## config.mk

```make
export PLATFORM = sky130hd
export DESIGN_NAME = death_respawn_ctrl
export DESIGN_NICKNAME = d
export VERILOG_FILES = /design/src/rtl/death_respawn_ctrl.sv
export SDC_FILE = /design/constraint.sdc
export NUM_CORES = 1
export LEC_CHECK = 0
export ABC_AREA = 1
export CORE_MARGIN = 2
export CORE_UTILIZATION = 62
export DETAILED_ROUTE_END_ITERATION = 10
export DONT_BUFFER_PORTS = 1
export GPL_TIMING_DRIVEN = 0
export PLACE_DENSITY = 0.89
export SLEW_MARGIN = 20
export SYNTH_ARGS = -nofsm -noshare
export SYNTH_HDL_FRONTEND = slang
export SYNTH_SLANG_ARGS = --single-unit
```

## constraint.sdc

```tcl
create_clock -name Clk -period 2.17 [get_ports Clk]
set_clock_uncertainty 0.15 [all_clocks]
set_input_delay 0.651 -clock Clk [delete_from_list [all_inputs] [get_ports Clk]]
set_output_delay 0.651 -clock Clk [all_outputs]
set_load 0.1 [all_outputs]
```

## src/rtl/death_respawn_ctrl.sv

```systemverilog
// Player death/respawn sequencer: freeze + fade out, one-cycle respawn/coin-clear pulse, fade in.
// All outputs registered; Hit to Freeze is one cycle, fades advance on frame_tick only.
module death_respawn_ctrl #(
    parameter int         FADE_STEPS = 8,
    parameter logic [9:0] L1_X       = 10'd40,
    parameter logic [9:0] L1_Y       = 10'd240,
    parameter logic [9:0] L2_X       = 10'd40,
    parameter logic [9:0] L2_Y       = 10'd200,
    parameter logic [9:0] L3_X       = 10'd60,
    parameter logic [9:0] L3_Y       = 10'd400
) (
    input  logic        Clk,
    input  logic        Reset,
    input  logic        frame_tick,
    input  logic        Level1_Active,
    input  logic        Level2_Active,
    input  logic        Level3_Active,
    input  logic        Hit,
    output logic        Freeze,
    output logic        Respawn,
    output logic        Coin_Clear,
    output logic [9:0]  Spawn_X,
    output logic [9:0]  Spawn_Y,
    output logic [3:0]  Fade_Level,
    output logic [11:0] Deaths,
    output logic        Deaths_Sat
);

    localparam logic [2:0] IDLE     = 3'd0;
    localparam logic [2:0] ALIVE    = 3'd1;
    localparam logic [2:0] FADE_OUT = 3'd2;
    localparam logic [2:0] RESPAWN  = 3'd3;
    localparam logic [2:0] FADE_IN  = 3'd4;

    localparam logic [3:0] FADE_MAX = 4'(FADE_STEPS);

    logic [2:0]  r_state;
    logic [3:0]  r_fade;
    logic        r_freeze;
    logic        r_respawn;
    logic        r_coin_clear;
    logic [9:0]  r_spawn_x;
    logic [9:0]  r_spawn_y;
    logic [11:0] r_deaths;
    logic        r_sat;

    logic        w_any;
    logic [9:0]  w_spawn_x;
    logic [9:0]  w_spawn_y;
    logic [2:0]  w_nxt_state;
    logic [3:0]  w_nxt_fade;
    logic        w_death;
    logic [11:0] w_deaths_inc;

    assign w_any = Level1_Active | Level2_Active | Level3_Active;

    always_comb begin
        w_spawn_x = L3_X;
        w_spawn_y = L3_Y;
        if (Level1_Active) begin
            w_spawn_x = L1_X;
            w_spawn_y = L1_Y;
        end else if (Level2_Active) begin
            w_spawn_x = L2_X;
            w_spawn_y = L2_Y;
        end
    end

    // Level drop outranks every other event, including a same-cycle Hit.
    always_comb begin
        w_nxt_state = r_state;
        w_nxt_fade  = r_fade;
        case (r_state)
            IDLE: begin
                if (w_any) w_nxt_state = ALIVE;
            end
            ALIVE: begin
                if (!w_any)   w_nxt_state = IDLE;
                else if (Hit) w_nxt_state = FADE_OUT;
            end
            FADE_OUT: begin
                if (!w_any) begin
                    w_nxt_state = IDLE;
                    w_nxt_fade  = 4'd0;
                end else if (frame_tick) begin
                    if (r_fade == FADE_MAX) w_nxt_state = RESPAWN;
                    else                    w_nxt_fade  = r_fade + 4'd1;
                end
            end
            RESPAWN: begin
                if (!w_any) begin
                    w_nxt_state = IDLE;
                    w_nxt_fade  = 4'd0;
                end else begin
                    w_nxt_state = FADE_IN;
                end
            end
            FADE_IN: begin
                if (!w_any) begin
                    w_nxt_state = IDLE;
                    w_nxt_fade  = 4'd0;
                end else if (frame_tick) begin
                    if (r_fade == 4'd0) w_nxt_state = ALIVE;
                    else                w_nxt_fade  = r_fade - 4'd1;
                end
            end
            default: begin
                w_nxt_state = IDLE;
                w_nxt_fade  = 4'd0;
            end
        endcase
    end

    assign w_death = (r_state == ALIVE) && w_any && Hit;

    // Three-digit BCD increment with ripple carry between digits.
    always_comb begin
        w_deaths_inc = r_deaths;
        if (r_deaths[3:0] != 4'd9) begin
            w_deaths_inc[3:0] = r_deaths[3:0] + 4'd1;
        end else begin
            w_deaths_inc[3:0] = 4'd0;
            if (r_deaths[7:4] != 4'd9) begin
                w_deaths_inc[7:4] = r_deaths[7:4] + 4'd1;
            end else begin
                w_deaths_inc[7:4]  = 4'd0;
                w_deaths_inc[11:8] = r_deaths[11:8] + 4'd1;
            end
        end
    end

    always_ff @(posedge Clk or posedge Reset) begin
        if (Reset) begin
            r_state      <= IDLE;
            r_fade       <= 4'd0;
            r_freeze     <= 1'b0;
            r_respawn    <= 1'b0;
            r_coin_clear <= 1'b0;
            r_spawn_x    <= L1_X;
            r_spawn_y    <= L1_Y;
            r_deaths     <= 12'h000;
            r_sat        <= 1'b0;
        end else begin
            r_state      <= w_nxt_state;
            r_fade       <= w_nxt_fade;
            r_freeze     <= (w_nxt_state == FADE_OUT) || (w_nxt_state == RESPAWN) ||
                            (w_nxt_state == FADE_IN);
            r_respawn    <= (w_nxt_state == RESPAWN);
            r_coin_clear <= (w_nxt_state == RESPAWN);
            if (((r_state == IDLE) || (r_state == ALIVE)) && w_any) begin
                r_spawn_x <= w_spawn_x;
                r_spawn_y <= w_spawn_y;
            end
            if (w_death && !r_sat) begin
                r_deaths <= w_deaths_inc;
                r_sat    <= (w_deaths_inc == 12'h999);
            end
        end
    end

    assign Freeze     = r_freeze;
    assign Respawn    = r_respawn;
    assign Coin_Clear = r_coin_clear;
    assign Spawn_X    = r_spawn_x;
    assign Spawn_Y    = r_spawn_y;
    assign Fade_Level = r_fade;
    assign Deaths     = r_deaths;
    assign Deaths_Sat = r_sat;

endmodule

```

==> reports/summary.txt, run 1 <==
Worst-Skew Late Latency: 0.32 ns
CTS Buf Count: 3
R2R Path Start: Fade_Level[0]
Area Overhead vs Synth: 8.45%
Die width: 56.4 um
Main synth FF type: dfrtp_1
WS Path Type: flop to output port
IO Port Bufs: 0
Worst hold slack: 0.288 ns
Slew HR: 0.330
Routed WL: 3.06 mm
Async set-reset flop share out of synthesis: 1.00
Htree depth: 1
Peak supply drop: 1.22 mV
Max Buffers Root-to-Sink: 2
Drt wl/cell: 11.7 um
RSZ-0062 raised after global routing: true
Outcome: finished, final reports clean
Vias in the first global route: 1225
DRC: 0
Via density: 5.23
Register clock-pin slew on the reported worst setup and hold paths: 0.14 ns
Crit path buf inv count: 1
Worst Tran Pin Value: 1.00 ns
DR iter-0 viols: 61
Synthesized area: 1700 um2
Final Setup Violations: 0
Reg2Reg Depth: 8
Initial DRT Pass Iterations: 4
Flop2flop setup slack: 0.16 ns
Number of antenna diodes: 0
CP peak stage delay: 0.65 ns
Tot Pwr: 0.00228 W
Vias: 1364
Worst min path class: primary input to async pin
Final non-filler cell total: 261
Post-synth cell types: 32
Layout fillers: 211
Max-cap violation count: 0
Pwr dens: 1230 nW/um2
Pin count of the biggest net entering global routing: 28
Nets: 241
Worst Path Arrival: 1.33 ns
Fin crit share: 0.983
Pre-CTS setup slack: -0.186 ns
Seq cells post-synth: 27
CP cell instances: buf_4
Placer Congestion: 0.826
Root buffer cell: clkbuf_4
Sequential-to-total area share from yosys stat: 0.399
Top-level I/O count: 47
Placed Area: 1790 um2
CP top delay family: flip-flops
Initial Util: 0.634
Die Y: 56.4 um
Post-route minimum period: 2.13 ns
Core area: 2690 um2
CP Max Fanout: 4
Gr ovfl total: 0
Tot GR Track Use: 0.199
Initial antenna violation count: 0
Hold buffers post-CTS: 0
Mean post-synth cell area: 7.92 um2
Post-Synthesis Cells: 215
Sink Count: 27
Leakage: 0.919 nW
FF-to-FF End: Fade_Level[3]
Setup crit end kind: output port
DP HPWL: 2.39 mm
Final Hold Fails: 0
Crit path max-delay cell type: dfrtp_4
First-pass GRT wire length: 5.18 mm
Layout cells sized above 1: 0.278
Antenna viol nets, final: 0
Post-Place Cells: 257
Maximum clock frequency: 469 MHz
CTS tree: yes
Post-route cell area: 1850 um2
Startpoint class of the critical path: flop
Die area: 3180 um2
Worst EP required: 1.37 ns
Final WS setup: 0.0377 ns
Slew Limit Fails: 0
EDFF count, synth: 0
Synth Warn #: 0
Core Rows: 19
-- where the power goes --
| group | leakage, nW | switching, W | total, W | internal (W) |
|---|---|---|---|---|
| Combinational | 0.606 | 0.000532 | 0.000753 | 0.000221 |
| Clock | 0.0177 | 0.000146 | 0.000215 | 0.0000691 |
| Sequential | 0.295 | 0.000675 | 0.00131 | 0.000635 |
| Total | 0.919 | 0.00135 | 0.00228 | 0.000925 |
-- repair_timing --
item | 4_1_cts | 5_1_grt
gates resized for setup | 11 | 10
gates cloned | 0 | 0
endpoints found under the setup margin | 17 | 16
buffers inserted | 0 | 0
-- area by class of cell --
type | count | area [um2] | share of cell area
Multi-Input combinational cell | 155 | 832 | 0.451
Sequential cell | 27 | 716 | 0.388
Buffer | 17 | 131 | 0.0711
Inverter | 27 | 101 | 0.0549
Tap cell | 31 | 38.8 | 0.0210
Clock buffer | 3 | 22.5 | 0.0122
Clock inverter | 1 | 5.00 | 0.00271
-- layer usage --
layer / wire length [um] / vias to the layer above / global-route usage
met5: 0 / - / 0
met4: 26 / 0 / 0.0476
met3: 151 / 4 / 0.0369
met2: 1460 / 40 / 0.339
met1: 1430 / 629 / 0.263
li1: - / 691 / -
-- worst max path at each step --
stage | slack (ns) | from | endpoint | cells after the start
3_5_place_dp | -0.19 | Deaths[0] | Deaths_Sat | 9
6_report | 0.04 | Spawn_X[2] | Spawn_X[4] | 1
4_1_cts | 0.004 | Deaths[2] | Deaths_Sat | 8
2_1_floorplan | 0.01 | Spawn_X[2] | Spawn_X[4] | 1
5_1_grt | -0.01 | Spawn_X[2] | Spawn_Y[8] | 1
3_3_place_gp | -0.13 | Deaths[0] | Deaths_Sat | 9
-- flip-flops by register name, summed over array words and instances, names as in the netlist --
| name | cells |
|---|---|
| Deaths | 12 |
| Freeze | 1 |
| Deaths_Sat | 1 |
| Fade_Level | 4 |
| Coin_Clear | 1 |
| r_state | 3 |
| Spawn_X | 1 |
| Spawn_Y | 4 |
-- cells by family after synthesis --
logic type | count (synthesis) | synth area share
AND/OR/NAND/NOR | 108 | 0.320
AO/OA/AOI/OAI | 24 | 0.0823
flip-flops | 27 | 0.399
adder cells (fa/ha/maj) | 3 | 0.0220
buffers and inverters | 44 | 0.137
XOR/XNOR | 7 | 0.0360
other | 2 | 0.00441
-- cells in the final DEF (no fill, tap or decap), types with 2 or more instances in the layout --
master	count
nand2_2	2
dfrtp_4	6
nor2_1	17
inv_2	5
clkbuf_4	3
nor2_4	2
nor3_2	4
conb_1	13
inv_1	21
nand4_1	8
xnor2_1	3
nand3_1	12
xor2_1	4
buf_4	16
nand2_1	54
a21oi_1	3
ha_1	3
dfrtp_2	11
o22ai_1	2
dfrtp_1	7
o21ai_1	4
nor2_2	5
dfstp_2	3
o21ai_0	10
-- cell usage after synthesis, types with 3 or more instances --
| master | count | area (um2) |
|---|---|---|
| dfstp_2 | 3 | 78.8 |
| o21ai_0 | 10 | 50.1 |
| nor2_1 | 17 | 63.8 |
| nand2_1 | 54 | 203 |
| nand3_1 | 12 | 60.1 |
| inv_1 | 21 | 78.8 |
| nor2_2 | 5 | 31.3 |
| dfrtp_1 | 24 | 601 |
| ha_1 | 3 | 37.5 |
| xnor2_1 | 3 | 26.3 |
| inv_2 | 5 | 18.8 |
| a21oi_1 | 3 | 15.0 |
| nand4_1 | 8 | 50.1 |
| buf_4 | 16 | 120 |
| o21ai_1 | 4 | 20.0 |
| xor2_1 | 4 | 35.0 |
| nor3_2 | 4 | 40.0 |
-- stage by stage --
| step | util | setup TNS, ns |
|---|---|---|
| after detailed placement | 0.665 | -1.13 |
| after global placement | 0.665 | -0.560 |
| after CTS | 0.681 | 0 |
| after floorplan | - | 0 |
| after global routing | 0.687 | -0.0214 |
| final | 0.687 | 0 |
No activity file was read; power rests on OpenSTA's default activity.
==> run 2: changes to the inputs <==
--- a/config.mk
+++ b/config.mk
@@ -6,7 +6,6 @@
 export NUM_CORES = 1
 export LEC_CHECK = 0
 export ABC_AREA = 1
-export CORE_MARGIN = 2
 export CORE_UTILIZATION = 62
 export DETAILED_ROUTE_END_ITERATION = 10
 export DONT_BUFFER_PORTS = 1
==> constraint.sdc (replaced) <==
create_clock -name Clk -period 2.17 [get_ports Clk]
set_clock_uncertainty 0.15 [all_clocks]
set_input_delay 0.434 -clock Clk [delete_from_list [all_inputs] [get_ports Clk]]
set_output_delay 0.434 -clock Clk [all_outputs]
set_load 0.1 [all_outputs]
==> reports/summary.txt, run 2 (same netlist as run 1, synthesis figures left out) <==
Die Y: 54.4 um
CP top delay family: flip-flops
Maximum clock frequency: 492 MHz
Vias: 1343
Initial Util: 0.669
Crit path buf inv count: 3
Core Rows: 18
Tot Pwr: 0.00228 W
Tot GR Track Use: 0.235
Sink Count: 27
Pre-CTS setup slack: -0.144 ns
FF-to-FF End: Deaths[8]
Worst hold slack: 0.0914 ns
CTS Buf Count: 3
Number of antenna diodes: 0
Final WS setup: 0.137 ns
Final Setup Violations: 0
Fin crit share: 0.937
Routed WL: 3.07 mm
Initial antenna violation count: 0
WS Path Type: flop to flop
RSZ-0062 raised after global routing: false
Setup TNS: 0 ns
DRC: 0
Worst-Skew Late Latency: 0.33 ns
Worst min path class: primary input to flop
Die width: 54.4 um
Slew HR: 0.365
DP HPWL: 2.34 mm
Area Overhead vs Synth: 8.60%
Top-level I/O count: 47
First-pass GRT wire length: 4.96 mm
Die area: 2960 um2
Register clock-pin slew on the reported worst setup and hold paths: 0.15 ns
Root buffer cell: clkbuf_4
WHS Path Cells: 2
Max-cap violation count: 0
Pwr dens: 1230 nW/um2
CP peak stage delay: 0.98 ns
Flop2flop setup slack: 0.14 ns
Worst Path Arrival: 2.11 ns
Hold Crit Start: Level1_Active
Setup crit end kind: flop
Most frequent cells in the layout: nand2_1, inv_1, nor2_1
Reg2Reg Depth: 6
Endpoint, Worst Hold: Spawn_Y[5]
Placer Congestion: 0.841
Final Hold Fails: 0
Crit path max-delay cell type: dfrtp_1
Layout fillers: 204
Max Buffers Root-to-Sink: 2
Critical Path Stages: 6
Layout cells sized above 1: 0.273
IO Port Bufs: 0
Drt wl/cell: 11.8 um
Post-route minimum period: 2.03 ns
Htree depth: 1
Initial DRT Pass Iterations: 4
Final core occ: 0.727
Outcome: finished, final reports clean
Via density: 5.15
Peak supply drop: 1.35 mV
CTS tree: yes
Antenna viol nets, final: 0
DR iter-0 viols: 20
Nets: 242
R2R Path Start: Deaths_Sat
Pin count of the biggest net entering global routing: 28
Slew Limit Fails: 0
Max reg flops: 12
Worst Tran Pin Value: 0.952 ns
Post-CTS setup buffers: 0
CP cell instances: inv_1 > nand4_4 > inv_2 > buf_6 > nand2_1 > o21ai_0
Core area: 2540 um2
Gr ovfl total: 0
Startpoint class of the critical path: flop
Commonest non-fill, non-tap cell in the layout: nand2_1
CP Max Fanout: 10
Worst EP required: 2.25 ns
Vias in the first global route: 1217
Leakage: 0.917 nW
run 2: cell count changes in the layout (fill, tap and decap cells not counted):
cell	delta
clkbuf_1	+1
dlygate4sd3_1	+1
clkinv_1	+1
dfrtp_2	+2
inv_1	-1
dfrtp_4	-2
clkinv_2	-1
run 2: per-layer routing:
layer | global-route usage | wire length (um)
met4 | 0.0684 | 28
met2 | 0.411 | 1520
met1 | 0.281 | 1370
met5 | 0 | 0
met3 | 0.0611 | 153
run 2: layout make-up:
type	instances	area, um2	share of cell area
timing repair buffer	1	10.0	0.00541
inverter	27	101	0.0548
sequential	27	711	0.384
tap	30	37.5	0.0203
clock buffer	4	26.3	0.0142
buffer	17	131	0.0710
multi-input combinational	155	832	0.450
run 2: timing repair:
item                                    in CTS  in global routing
hold buffers                                 0                  1
gates resized for setup                      8                 11
endpoints found under the hold margin        0                 24
pin swaps                                    0                  0
endpoints found under the setup margin      13                  9
gates cloned                                 0                  0
run 2: worst max-delay path by stage:
stage | start | end | slack, ns
after floorplan | Deaths[0] | Deaths_Sat | 0.07
after global placement | Deaths[0] | Deaths_Sat | -0.13
after detailed placement | Deaths[0] | Deaths_Sat | -0.14
after CTS | Deaths[1] | Deaths_Sat | 0.002
after global routing | Deaths_Sat | Deaths[3] | 0.04
final | Deaths_Sat | Deaths[8] | 0.14
run 2: worst register-to-register path: stages, from the launching register on:
cell	delay, ns
dfrtp_1	0.98
inv_1	0.22
nand4_4	0.23
inv_2	0.06
buf_6	0.13
nand2_1	0.07
o21ai_0	0.08
run 2: report_power, final:
part	total [W]	leakage [nW]	switching, W	internal [W]
Combinational	0.000756	0.607	0.000534	0.000222
Sequential	0.00130	0.295	0.000670	0.000631
Clock	0.000225	0.0150	0.000152	0.0000722
Total	0.00228	0.917	0.00136	0.000925
run 2: metrics by stage:
step                      instances  instance area [um2]
after floorplan                 226                 1750
after global placement          256                 1780
after detailed placement        256                 1780
after CTS                       260                 1820
after global routing            261                 1850
final                           261                 1850
==> run 3: changes to the inputs <==
--- a/config.mk
+++ b/config.mk
@@ -6,11 +6,11 @@
 export NUM_CORES = 1
 export LEC_CHECK = 0
 export ABC_AREA = 1
-export CORE_UTILIZATION = 62
+export CORE_UTILIZATION = 67
 export DETAILED_ROUTE_END_ITERATION = 10
 export DONT_BUFFER_PORTS = 1
 export GPL_TIMING_DRIVEN = 0
-export PLACE_DENSITY = 0.89
+export PLACE_DENSITY = 0.94
 export SLEW_MARGIN = 20
 export SYNTH_ARGS = -nofsm -noshare
 export SYNTH_HDL_FRONTEND = slang
==> constraint.sdc (replaced) <==
create_clock -name Clk -period 2.5 [get_ports Clk]
set_clock_uncertainty 0.15 [all_clocks]
set_input_delay 0.5 -clock Clk [delete_from_list [all_inputs] [get_ports Clk]]
set_output_delay 0.5 -clock Clk [all_outputs]
set_load 0.1 [all_outputs]
==> reports/summary.txt, run 3 (same netlist as run 1, synthesis figures left out) <==
Commonest non-fill, non-tap cell in the layout: nand2_1
Die area: 2750 um2
Drt wl/cell: 11.7 um
Crit path max-delay cell type: dfrtp_1
Gr ovfl total: 0
Peak supply drop: 1.10 mV
Outcome: complete, but fails checks
Antenna viol nets, final: 0
R2R Path Start: Deaths[7]
DR iter-0 viols: 49
CP top delay family: flip-flops
Register clock-pin slew on the reported worst setup and hold paths: 0.14 ns
Worst EP required: 1.85 ns
Nets: 241
Max Buffers Root-to-Sink: 2
Core area: 2300 um2
Core Rows: 17
Die width: 52.4 um
Layout cells sized above 1: 0.217
Worst Path Arrival: 1.74 ns
Failing checks: negative hold slack
CP peak stage delay: 1.00 ns
Htree depth: 1
Area Overhead vs Synth: 6.32%
Max-cap violation count: 0
Root buffer cell: clkbuf_4
Hold buffers post-CTS: 0
Top-level I/O count: 47
Setup TNS: 0 ns
Slew Limit Fails: 0
Crit path buf inv count: 1
Worst-Skew Late Latency: 0.31 ns
Layout fillers: 176
Pwr dens: 1070 nW/um2
CTS Buf Count: 3
Slew HR: 0.297
CP cell instances: buf_4
DP HPWL: 2.36 mm
Die Y: 52.4 um
Routed WL: 3.02 mm
WS Path Type: flop to output port
Post-route minimum period: 2.39 ns
Worst min path class: primary input to async pin
CTS tree: yes
Initial DRT Pass Iterations: 4
Final Hold Fails: 20
Worst hold slack: -0.00657 ns
Leakage: 0.926 nW
Worst Tran Pin Value: 1.05 ns
DRC: 0
Initial Util: 0.741
Initial antenna violation count: 0
CP Max Fanout: 4
RSZ-0062 raised after global routing: false
Vias: 1346
Maximum clock frequency: 418 MHz
Crit path from: Spawn_X[2]
Post-CTS setup buffers: 0
Max reg flops: 12
Tot GR Track Use: 0.241
Sink Count: 27
Placer Congestion: 0.862
Final Setup Violations: 0
Via density: 5.22
Pin count of the biggest net entering global routing: 28
IO Port Bufs: 0
Setup crit end kind: output port
Fin crit share: 0.957
First-pass GRT wire length: 4.96 mm
Tot Pwr: 0.00194 W
Vias in the first global route: 1216
Number of antenna diodes: 0
Startpoint class of the critical path: flop
Most frequent cells in the layout: nand2_1, dfrtp_1, inv_1
==> run 3: routing by layer <==
layer  global-route usage  up-vias  share of wire
li1                     -      690              -
met1                0.299      610           0.44
met2                0.426       44           0.49
met3               0.0377        2          0.054
met4               0.0746        0         0.0063
met5                    0        -              0
==> run 3: per-stage QoR <==
stage	instances	hold WS, ns	worst slack [ns]	instance area, um2	utilization
after detailed placement	254	0.496	0.0652	1780	0.775
after CTS	258	0.161	0.0448	1810	0.786
after global routing	258	0.0445	0.0616	1810	0.788
after floorplan	226	0.400	0.242	1740	-
after global placement	254	0.488	0.112	1780	0.775
final	258	-0.00657	0.107	1810	0.788
==> run 3: worst paths after layout <==
check | end | slack (ns) | depth (start not counted)
worst max-delay path | Spawn_X[4] | 0.11 | 1
worst min-delay path | Spawn_X[2] | -0.007 | 1
worst max register to register | Deaths_Sat | 0.21 | 9
worst min register to register | r_state[0] | 0.52 | 2
max in group asynchronous | Fade_Level[0] | 1.74 | 1
min in group Clk | Spawn_Y[5] | 0.16 | 2
==> run 3: power breakdown <==
part | switching, W | total (W) | internal (W)
sequential | 0.000579 | 0.00112 | 0.000537
clock | 0.000120 | 0.000182 | 0.0000623
combinational | 0.000449 | 0.000642 | 0.000192
total | 0.00115 | 0.00194 | 0.000792
==> run 3: repair_timing <==
action	CTS	global route
hold endpoints to repair	0	0
setup endpoints to repair	0	6
gates resized for setup	0	4
==> run 3: area by class of cell <==
type	count	area, um2	share of cell area
inverter	27	101	0.0560
buffer	17	131	0.0726
clock buffer	4	26.3	0.0145
sequential	27	684	0.378
tap	28	35.0	0.0194
multi-input combinational	155	832	0.460
